File: src/rtl/lau_pkg.sv
// Shared types and helpers for the lead-one normaliser.
// Struct fields are sized for the widest supported operand (LAU_MAX_W).
package lau_pkg;

  typedef enum logic {
    SLOW = 1'b0,
    FAST = 1'b1
  } speed_e;

  localparam int unsigned LAU_MAX_W  = 256;
  localparam int unsigned LAU_MAX_CW = 9;

  function automatic int unsigned cnt_width(input int unsigned w);
    return 32'($clog2(w)) + 32'd1;
  endfunction

  typedef struct packed {
    logic [LAU_MAX_W-1:0]  data;
    logic [LAU_MAX_CW-1:0] cnt;
    logic                  full;
  } lau_norm_res;

endpackage

File: src/rtl/LeadOneDet.sv
// One-hot position of the first '0' below an MSB-aligned run of ones.
// FAST uses a log-depth prefix AND; SLOW uses a ripple chain.
module LeadOneDet
  import lau_pkg::*;
#(
  parameter int unsigned width = 8,
  parameter speed_e      speed = FAST
) (
  input  logic [width-1:0] i_d,
  output logic [width-1:0] o_onehot_c
);

  localparam int unsigned LVLS = $clog2(width);

  // w_sfx[b] = &i_d[width-1:b]
  logic [width-1:0] w_sfx;

  if (speed == FAST) begin : g_fast
    logic [width-1:0] w_pre [LVLS+1];
    assign w_pre[0] = i_d;
    for (genvar l = 0; l < LVLS; l++) begin : g_lvl
      for (genvar b = 0; b < width; b++) begin : g_bit
        if (b + (1 << l) < width) begin : g_and
          assign w_pre[l+1][b] = w_pre[l][b] & w_pre[l][b+(1<<l)];
        end else begin : g_pass
          assign w_pre[l+1][b] = w_pre[l][b];
        end
      end
    end
    assign w_sfx = w_pre[LVLS];
  end else begin : g_slow
    always_comb begin
      w_sfx            = '0;
      w_sfx[width-1]   = i_d[width-1];
      for (int b = int'(width) - 2; b >= 0; b--) begin
        w_sfx[b] = i_d[b] & w_sfx[b+1];
      end
    end
  end

  assign o_onehot_c = ~i_d & {1'b1, w_sfx[width-1:1]};

endmodule

File: src/rtl/onehot_enc.sv
// One-hot first-zero position to leading-one count; no zero found means width.
module onehot_enc
  import lau_pkg::*;
#(
  parameter int unsigned width = 8
) (
  input  logic [width-1:0]                 i_onehot,
  output logic [cnt_width(width)-1:0]      o_cnt_c
);

  localparam int unsigned CW = cnt_width(width);

  logic [CW-1:0] w_enc;

  always_comb begin
    w_enc = '0;
    for (int i = 0; i < int'(width); i++) begin
      if (i_onehot[i]) w_enc = w_enc | CW'(int'(width) - 1 - i);
    end
  end

  assign o_cnt_c = (|i_onehot) ? w_enc : CW'(width);

endmodule

File: src/rtl/lead_one_norm.sv
// Leading-one/zero count and left-normalise with valid/ready handshake.
// Define LAU_NORM_PIPE2_EN for a two-stage (detect | shift) pipeline.
module lead_one_norm
  import lau_pkg::*;
#(
  parameter int unsigned     width = 8,
  parameter lau_pkg::speed_e speed = lau_pkg::FAST
) (
  input  logic                          clk_i,
  input  logic                          rst_ni,
  input  logic                          valid_i,
  output logic                          ready_o,
  input  logic [width-1:0]              a_i,
  input  logic                          lzc_mode_i,
  output logic                          valid_o,
  input  logic                          ready_i,
  output logic [width-1:0]              data_o,
  output logic [cnt_width(width)-1:0]   cnt_o,
  output logic                          full_o
);

  localparam int unsigned CW = cnt_width(width);

  logic [width-1:0] w_d;
  logic [width-1:0] w_onehot;
  logic [CW-1:0]    w_cnt;
  logic [width-1:0] w_src_a;
  logic [CW-1:0]    w_src_cnt;
  logic             w_src_valid;
  logic [width-1:0] w_sh;
  logic             w_out_rdy;

  lau_norm_res r_res;
  logic        r_valid;

  assign w_d = lzc_mode_i ? ~a_i : a_i;

  LeadOneDet #(
    .width(width),
    .speed(speed)
  ) u_lod (
    .i_d       (w_d),
    .o_onehot_c(w_onehot)
  );

  onehot_enc #(
    .width(width)
  ) u_enc (
    .i_onehot(w_onehot),
    .o_cnt_c (w_cnt)
  );

  assign w_out_rdy = !r_valid || ready_i;

`ifdef LAU_NORM_PIPE2_EN
  logic             r1_valid;
  logic [width-1:0] r1_d;
  logic             r1_mode;
  logic [CW-1:0]    r1_cnt;

  assign ready_o = !r1_valid || w_out_rdy;

  // Detection stage: keep D and its mode so the original operand can be rebuilt.
  always_ff @(posedge clk_i or negedge rst_ni) begin
    if (!rst_ni) begin
      r1_valid <= 1'b0;
      r1_d     <= '0;
      r1_mode  <= 1'b0;
      r1_cnt   <= '0;
    end else begin
      if (ready_o) r1_valid <= valid_i;
      if (valid_i && ready_o) begin
        r1_d    <= w_d;
        r1_mode <= lzc_mode_i;
        r1_cnt  <= w_cnt;
      end
    end
  end

  assign w_src_a     = r1_mode ? ~r1_d : r1_d;
  assign w_src_cnt   = r1_cnt;
  assign w_src_valid = r1_valid;
`else
  assign ready_o     = w_out_rdy;
  assign w_src_a     = a_i;
  assign w_src_cnt   = w_cnt;
  assign w_src_valid = valid_i;
`endif

  // A shift by width already yields zero, which covers the all-ones case.
  assign w_sh = w_src_a << w_src_cnt;

  always_ff @(posedge clk_i or negedge rst_ni) begin
    if (!rst_ni) begin
      r_valid <= 1'b0;
      r_res   <= '0;
    end else begin
      if (w_out_rdy) r_valid <= w_src_valid;
      if (w_src_valid && w_out_rdy) begin
        r_res.data <= LAU_MAX_W'(w_sh);
        r_res.cnt  <= LAU_MAX_CW'(w_src_cnt);
        r_res.full <= (w_src_cnt == CW'(width));
      end
    end
  end

  logic w_unused_res;
  assign w_unused_res = ^r_res;

  assign valid_o = r_valid;
  assign data_o  = r_res.data[width-1:0];
  assign cnt_o   = r_res.cnt[CW-1:0];
  assign full_o  = r_res.full;

endmodule

File: config.mk
export PLATFORM = sky130hd
export DESIGN_NAME = lead_one_norm
export DESIGN_NICKNAME = d
export VERILOG_FILES = /design/src/rtl/lau_pkg.sv /design/src/rtl/LeadOneDet.sv /design/src/rtl/onehot_enc.sv /design/src/rtl/lead_one_norm.sv
export SDC_FILE = /design/constraint.sdc
export NUM_CORES = 1
export LEC_CHECK = 0
export CORE_AREA = 3 3 51 53
export CTS_CLUSTER_SIZE = 20
export DETAILED_ROUTE_END_ITERATION = 6
export DIE_AREA = 0 0 54 56
export GPL_ROUTABILITY_DRIVEN = 0
export PLACE_DENSITY = 0.9
export SLEW_MARGIN = 25
export SYNTH_ARGS = -nofsm -noshare
export SYNTH_HDL_FRONTEND = slang
export SYNTH_SLANG_ARGS = --single-unit
File: constraint.sdc
create_clock -name clk_i -period 4.05 [get_ports clk_i]
set_clock_uncertainty 0.2 [all_clocks]
set_input_delay 1.0125 -clock clk_i [delete_from_list [all_inputs] [get_ports clk_i]]
set_output_delay 1.0125 -clock clk_i [all_outputs]
set_load 0.02 [all_outputs]
==> flow_summary.yaml, run 1 <==
place:
  dpl.hpwl_mm: 2.12
  dpl_cell_area_sq_mm: 0.00139
  port_buffers: 27
  dpl_worst_slack_ps: 548
layout:
  n_fill_cell: 187
  final_layout_size_suffix_gt1_share_pct: 11.1
  syn_to_final_growth_pct: 26.3
  regArea_sq_um: 350
  diodes: 0
  final_cell_mix: "27 x clkdlybuf4s50_1, 14 x dfrtp_1, 12 x nand2_1"
  final_cell_area_sq_mm: 0.00142
  multiInputGateArea_sq_um: 721
  final_common_cell: "clkdlybuf4s50_1"
  final_util_pct: 65.0
  nNetsFinal: 167
sta:
  slew_headroom_pct: 60.6
  worstMarginPinSlew_ps: 589
  final_hold_viol_count: 0
  timing.final.crit_share_pct: 86.6
  setup_viol: 0
  fmax_mhz: 285
  layout_min_cycle_time_ps: 3510
  layout_setup_ws_ps: 544
  tns_ps: 0
  maxSlewViolCount: 0
  rsz0062_at_grt: "false"
logic_synthesis:
  ys_top_cells_by_area: "dfrtp_1 31%, mux2i_1 4.4%, nand2b_1 4.4%"
  synth_top_area_share_pct: 31.1
  yosysSeqAreaShare_pct: 31.1
  syn_area_sq_mm: 0.00113
  synth-simple-area-share_pct: 27.5
  synthXorXnorAreaFrac_pct: 0
  synth-edff-count: 0
  synth_top_family_by_area: "compound AO/OA/AOI/OAI gates"
  synth_compound_area_share_pct: 29.0
  synthFlopType: "dfrtp_1"
  synthCells: 128
  muxShareOfSynthArea_pct: 7.44
  synth_adder_area_share_pct: 0
  yosysTopAreaCell: "dfrtp_1"
  async_reset_ff_share_pct: 100
  synth_seq_cells: 14
  synth_cell_types: 46
  syn-num-nets: 141
  synth_warnings: 0
  avgSynthCellArea_sq_um: 8.81
worst_setup_path:
  critical_path_class: "primary input to output pin"
  start_kind: "primary input"
  cp_slowest_cell: "clkdlybuf4s50_1"
  cpMostUsedCell: "clkdlybuf4s50_1"
  critPathLaunch: "ready_i"
  cp_max_fo: 5
  path_cells: "clkdlybuf4s50_1, nand2b_1, clkdlybuf4s50_1"
  critPathMaxStageDelay_ps: 640
  r2r-start: "valid_o$_DFFE_PN0N_"
  critPathCaptureType: "output pin"
  cp_data_arrival_time_ps: 2290
  required_ps: 2840
clock_tree:
  cts_buffer_depth: 2
  numClockSinks: 14
  holdBufCountCts: 0
  cts_tree: "built"
  root_buffer: "clkbuf_4"
  post_cts_resized: 0
  clk_pin_slew_ps: 80
  htreeDepth: 1
  clk-insertion-delay-late_ps: 280
  cts_setup_buffers: 0
  cts_inserted_buffers: 3
floorplan:
  core_area_sq_mm: 0.00219
  die_height_um: 56
  design.die.area_sq_mm: 0.00302
  rows: 17
  die_w_um: 54
  ios: 28
  initial_core_util_pct: 51.5
global_routing:
  grt_antenna_before_repair: 0
  grt_usage_pct: 19.3
  grt_pass1_vias: 990
  grt_pass1_wl_mm: 4.43
  grt-ovfl-total: 0
  grt_max_degree: 15
hold_path:
  min-delay-start: "full_o$_DFFE_PN0P_"
  hp-class: "flop to flop"
routing:
  ant_nets: 0
  post-route-drc-count: 0
  vias: 1132
  drtIter0Drc: 50
  viasPerCell: 6.25
  post_drt_wl_per_cell_um: 15.2
  route.final.wire_length_mm: 2.75
  dr.pass1.iters: 6
power_and_ir_drop:
  fin_total_pwr_uw: 445
  leakagePower_nw: 0.559
  ir_drop_mv: 0.159
  pwr_density_cell_mw_per_mm2: 313
run_status:
  outcome: "completed"
run:
  max_cap_viol_count: 0
==> per-layer routing <==
| layer | global-route usage [%] | up-vias | routed length, um |
|---|---|---|---|
| li1 | - | 537 | - |
| met1 | 24.8 | 521 | 1130 |
| met2 | 30.6 | 67 | 1290 |
| met3 | 3.49 | 7 | 267 |
| met4 | 8.54 | 0 | 58 |
| met5 | 0 | - | 0 |
==> cells in the mapped netlist (all sizes together) (2+ instances only) <==
master / instances
a21oi: 6
a22o: 2
buf: 6
dfrtp: 14
mux2: 3
mux2i: 5
nand2: 12
nand2b: 8
nand3: 6
nand4: 2
nor2: 9
nor2b: 6
o211ai: 5
o21ai: 14
o31ai: 2
or2: 2
==> metrics by stage <==
stage          std cells  hold WS [ps]
2_1_floorplan        128           390
3_3_place_gp         177           262
3_5_place_dp         177           280
4_1_cts              181           299
5_1_grt              181           320
6_report             181           293
==> cells by family (layout without fill, tap and decap cells) <==
logic type,count (synthesis),after routing
buffers and inverters,8,33
multiplexers,8,8
AND/OR/NAND/NOR,54,54
flip-flops,14,14
AO/OA/AOI/OAI,44,44
==> critical path: cells and delay by family <==
family | cells | cell delay, ps
buffers and inverters | 2 | 1090
and+or+nand+nor | 1 | 200
==> worst paths after layout <==
path | endpoint | slack (ps) | cells after the start
max | ready_o | 540 | 3
min | full_o$_DFFE_PN0P_ | 290 | 2
max reg2reg | data_o[5]$_DFFE_PN0P_ | 1940 | 7
min reg2reg | full_o$_DFFE_PN0P_ | 290 | 2
max in group asynchronous | cnt_o[1]$_DFFE_PN0P_ | 2370 | 1
min in group asynchronous | cnt_o[2]$_DFFE_PN0P_ | 900 | 1
==> power breakdown <==
group	switching, mW	internal, mW	total, mW
clock network	0.0430	0.0547	0.0978
logic	0.0935	0.0824	0.176
registers	0.0109	0.161	0.171
==> sequential cells by signal, indices dropped and copies added (netlist names) <==
name / cells
data_o: 8
cnt_o: 4
valid_o: 1
full_o: 1
==> layout make-up <==
type,instances,share of cell area (%)
well taps,28,2.46
flip-flops and latches,14,24.6
clock buffers,4,2.55
multi-input cells,106,50.6
repair buffers,28,19.5
inverters,1,0.264
No activity file was read; power rests on OpenSTA's default activity.
==> inputs of run 2 (changes only) <==
RECOVER_POWER = 25   (was unset)
==> run 2 against run 1 <==
  * Routed wire length stayed put
  * Largest power group unchanged
  * Maximum frequency stayed put
  * Die area stayed put
  * Combinational power hardly changed
==> flow_summary.yaml, run 2 (synthesized netlist as in run 1, its figures left out) <==
run_status:
  outcome: "completed"
layout:
  multiInputGateArea_sq_um: 721
  final_common_cell: "clkdlybuf4s50_1"
  syn_to_final_growth_pct: 26.3
  diodes: 0
  regArea_sq_um: 350
  layout.cells.non_filler: 181
  largest_reg_flops: 8
  final_cell_mix: "26 x clkdlybuf4s50_1, 14 x dfrtp_1, 12 x nand2_1"
  nNetsFinal: 167
  n_fill_cell: 187
  final_layout_size_suffix_gt1_share_pct: 11.1
hold_path:
  min-delay-start: "full_o$_DFFE_PN0P_"
  hp-class: "flop to flop"
  min_path_cells: 2
  whs_endpoint: "full_o$_DFFE_PN0P_"
routing:
  ant_nets: 0
  viasPerCell: 6.25
  vias: 1132
  wl_met3_um: 260
  drtIter0Drc: 50
  wl_met2_mm: 1.29
  post_drt_wl_per_cell_um: 15.2
  routed.top_layer: "met4"
  dr.pass1.iters: 6
  drt-met1-wl_mm: 1.14
  route.final.wire_length_mm: 2.75
  post-route-drc-count: 0
worst_setup_path:
  r2r_setup_slack_ps: 1940
  r2r-start: "valid_o$_DFFE_PN0N_"
  r2r-end: "data_o[5]$_DFFE_PN0P_"
  start_kind: "primary input"
  cp_data_arrival_time_ps: 2290
  critPathCaptureType: "output pin"
  r2r_cells: 7
  cp_max_fo: 5
  required_ps: 2840
  critical_path_class: "primary input to output pin"
global_routing:
  grt-ovfl-total: 0
  grt_max_degree: 15
  grt_pass1_wl_mm: 4.43
  grt_pass1_vias: 990
  grt_antenna_before_repair: 0
  grt_usage_pct: 19.3
clock_tree:
  htreeDepth: 1
  cts_tree: "built"
  clk-insertion-delay-late_ps: 280
  cts_setup_buffers: 0
  post_cts_resized: 0
  root_buffer: "clkbuf_4"
  cts_inserted_buffers: 3
  numClockSinks: 14
  clk_pin_slew_ps: 80
  cts_buffer_depth: 2
  holdBufCountCts: 0
sta:
  hold_slack_ps: 293
  rsz0062_at_grt: "false"
  setup_viol: 0
  slew_headroom_pct: 60.2
  tns_ps: 0
  fmax_mhz: 285
  worstMarginPinSlew_ps: 595
  layout_setup_ws_ps: 544
  timing.final.crit_share_pct: 86.6
  final_hold_viol_count: 0
  layout_min_cycle_time_ps: 3510
  maxSlewViolCount: 0
place:
  dpl.hpwl_mm: 2.12
  dpl_worst_slack_ps: 548
  port_buffers: 27
  dp.cells: 177
power_and_ir_drop:
  fin_total_pwr_uw: 445
  ir_drop_mv: 0.159
  leakagePower_nw: 0.559
  pwr_density_cell_mw_per_mm2: 313
floorplan:
  rows: 17
  core_area_sq_mm: 0.00219
  die_height_um: 56
  die_w_um: 54
  design.die.area_sq_mm: 0.00302
  ios: 28
  initial_core_util_pct: 51.5
run:
  max_cap_viol_count: 0
-- run 2: cell count changes in the layout (fill, tap and decap cells not counted), sizes merged --
cell           delta
clkdlybuf4s50     -1
dlygate4sd3       +1
-- run 2: routing by layer --
metal | track usage [%] | vias up
li1 | - | 537
met2 | 30.6 | 67
met5 | 0 | -
met3 | 3.49 | 7
met1 | 24.8 | 521
met4 | 8.54 | 0
-- run 2: final cells by class --
class / count / share of cell area, %
flip-flops and latches: 14 / 24.6
inverters: 1 / 0.264
well taps: 28 / 2.46
clock buffers: 4 / 2.55
repair buffers: 28 / 19.5
multi-input cells: 106 / 50.6
-- run 2: critical path, cell delays in order --
cell and delay [ps]:
clkdlybuf4s50_1 450, nand2b_1 200, clkdlybuf4s50_1 640
-- run 2: worst max-delay path by stage --
stage                     cells after the start               endpoint       start
after floorplan                               7  data_o[6]$_DFFE_PN0P_      a_i[3]
after global placement                        3                ready_o     ready_i
after detailed placement                      7  data_o[6]$_DFFE_PN0P_  lzc_mode_i
after CTS                                     3                ready_o     ready_i
after global routing                          3                ready_o     ready_i
final                                         3                ready_o     ready_i
-- run 2: stage by stage --
| step | util, % | area (sq um) |
|---|---|---|
| after global routing | 65.0 | 1420 |
| after detailed placement | 63.3 | 1390 |
| final | 65.0 | 1420 |
| after global placement | 63.3 | 1390 |
| after floorplan | - | 1130 |
| after CTS | 65.0 | 1420 |
-- run 2: report_power, final --
part           internal, mW  leakage [nW]  switching, mW
combinational        0.0822         0.363         0.0936
clock                0.0547        0.0210         0.0430
sequential            0.161         0.175         0.0109
==> inputs of run 3 (changes only) <==
PLACE_DENSITY = 0.81   (was 0.9)
==> run 3 against run 2 <==
  * Clock-buffer cell count down 1
  * First-iteration DRC count fell by 46%
  * Maximum frequency fell by 1.3%
  * Largest cell class unchanged
==> flow_summary.yaml, run 3 (synthesized netlist as in run 1, its figures left out) <==
run_status:
  outcome: "completed"
routing:
  ant_nets: 0
  vias: 1114
  route.final.wire_length_mm: 2.68
  dr.pass1.iters: 4
  post_drt_wl_per_cell_um: 14.9
  drtIter0Drc: 27
  post-route-drc-count: 0
  viasPerCell: 6.19
power_and_ir_drop:
  ir_drop_mv: 0.144
  pwr_density_cell_mw_per_mm2: 297
  leakagePower_nw: 0.552
  fin_total_pwr_uw: 419
worst_setup_path:
  r2r-end: "data_o[5]$_DFFE_PN0P_"
  r2r_setup_slack_ps: 2020
  r2r_cells: 7
  critical_path_class: "primary input to output pin"
  critPathCaptureType: "output pin"
  cp_data_arrival_time_ps: 2340
  r2r-start: "valid_o$_DFFE_PN0N_"
  required_ps: 2840
  cp_max_fo: 5
  start_kind: "primary input"
clock_tree:
  cts_inserted_buffers: 3
  post_cts_resized: 0
  numClockSinks: 14
  cts_buffer_depth: 2
  cts_tree: "built"
  clk-insertion-delay-late_ps: 270
  clk_pin_slew_ps: 70
  holdBufCountCts: 0
  htreeDepth: 1
  cts_setup_buffers: 0
  root_buffer: "clkbuf_4"
sta:
  final_hold_viol_count: 0
  hold_slack_ps: 282
  setup_viol: 0
  tns_ps: 0
  fmax_mhz: 281
  worstMarginPinSlew_ps: 578
  maxSlewViolCount: 0
  layout_min_cycle_time_ps: 3550
  layout_setup_ws_ps: 496
  slew_headroom_pct: 61.3
  rsz0062_at_grt: "false"
  timing.final.crit_share_pct: 87.8
floorplan:
  design.die.area_sq_mm: 0.00302
  core_area_sq_mm: 0.00219
  die_w_um: 54
  rows: 17
  ios: 28
  die_height_um: 56
  initial_core_util_pct: 51.5
hold_path:
  min_path_cells: 2
  whs_endpoint: "cnt_o[0]$_DFFE_PN0P_"
  min-delay-start: "cnt_o[0]$_DFFE_PN0P_"
  hp-class: "flop to flop"
place:
  dpl.hpwl_mm: 2.15
  dp.cells: 177
  port_buffers: 27
  dpl_worst_slack_ps: 472
layout:
  largest_reg_flops: 8
  layout.cells.non_filler: 180
  final_cell_mix: "25 x clkdlybuf4s50_1, 14 x dfrtp_1, 12 x nand2_1"
  final_common_cell: "clkdlybuf4s50_1"
  final_layout_size_suffix_gt1_share_pct: 10.5
  nNetsFinal: 167
  syn_to_final_growth_pct: 25.1
  diodes: 0
global_routing:
  grt_use_met1_pct: 26.6
  grt_pass1_vias: 1071
  grt-ovfl-total: 0
  grt_pass1_wl_mm: 4.75
  top_usage_layer: "met2"
  grt_max_degree: 15
  grt_antenna_before_repair: 0
  grt_usage_pct: 20.6
  use_met3_pct: 2.95
  use_met2_pct: 31.1
run:
  max_cap_viol_count: 0
run 3: cell types whose count changed in the layout (fill, tap and decap cells not counted):
cell             change
clkdlybuf4s50_1      -1
dlygate4sd3_1        +1
clkbuf_8             -1
run 3: where the power goes:
group	leakage [nW]	internal [mW]	switching [mW]	total (mW)
clock	0.0138	0.0345	0.0392	0.0737
combinational	0.364	0.0820	0.0918	0.174
sequential	0.175	0.161	0.0111	0.172
run 3: worst max-delay path by stage:
stage / slack, ps / depth (start not counted) / to / startpoint
2_1_floorplan: 1350 / 7 / data_o[6]$_DFFE_PN0P_ / a_i[3]
3_3_place_gp: 580 / 3 / ready_o / ready_i
3_5_place_dp: 470 / 7 / data_o[6]$_DFFE_PN0P_ / a_i[4]
4_1_cts: 550 / 3 / ready_o / ready_i
5_1_grt: 420 / 3 / ready_o / ready_i
6_report: 500 / 3 / ready_o / ready_i
run 3: layout make-up:
cell class | instances | area (sq um)
Inverter | 1 | 3.75
Sequential cell | 14 | 350
Tap cell | 28 | 35.0
Fill cell | 199 | 781
Clock buffer | 3 | 22.5
Timing Repair Buffer | 28 | 278
Multi-Input combinational cell | 106 | 721
run 3: critical path, cell delays in order:
cell and delay [ps]:
dlygate4sd3_1 510, nand2b_1 180, clkdlybuf4s50_1 640
run 3: stage by stage:
step / cell area, sq um / utilization (%)
floorplan: 1130 / -
global placement: 1390 / 63.3
detailed placement: 1390 / 63.3
CTS: 1410 / 64.4
global route: 1410 / 64.4
finish: 1410 / 64.4
run 3: per-layer routing:
| metal | up-vias | share of wire (%) |
|---|---|---|
| met5 | - | 0 |
| li1 | 534 | - |
| met2 | 50 | 48 |
| met1 | 518 | 42 |
| met4 | 0 | 4.2 |
| met3 | 12 | 6.1 |
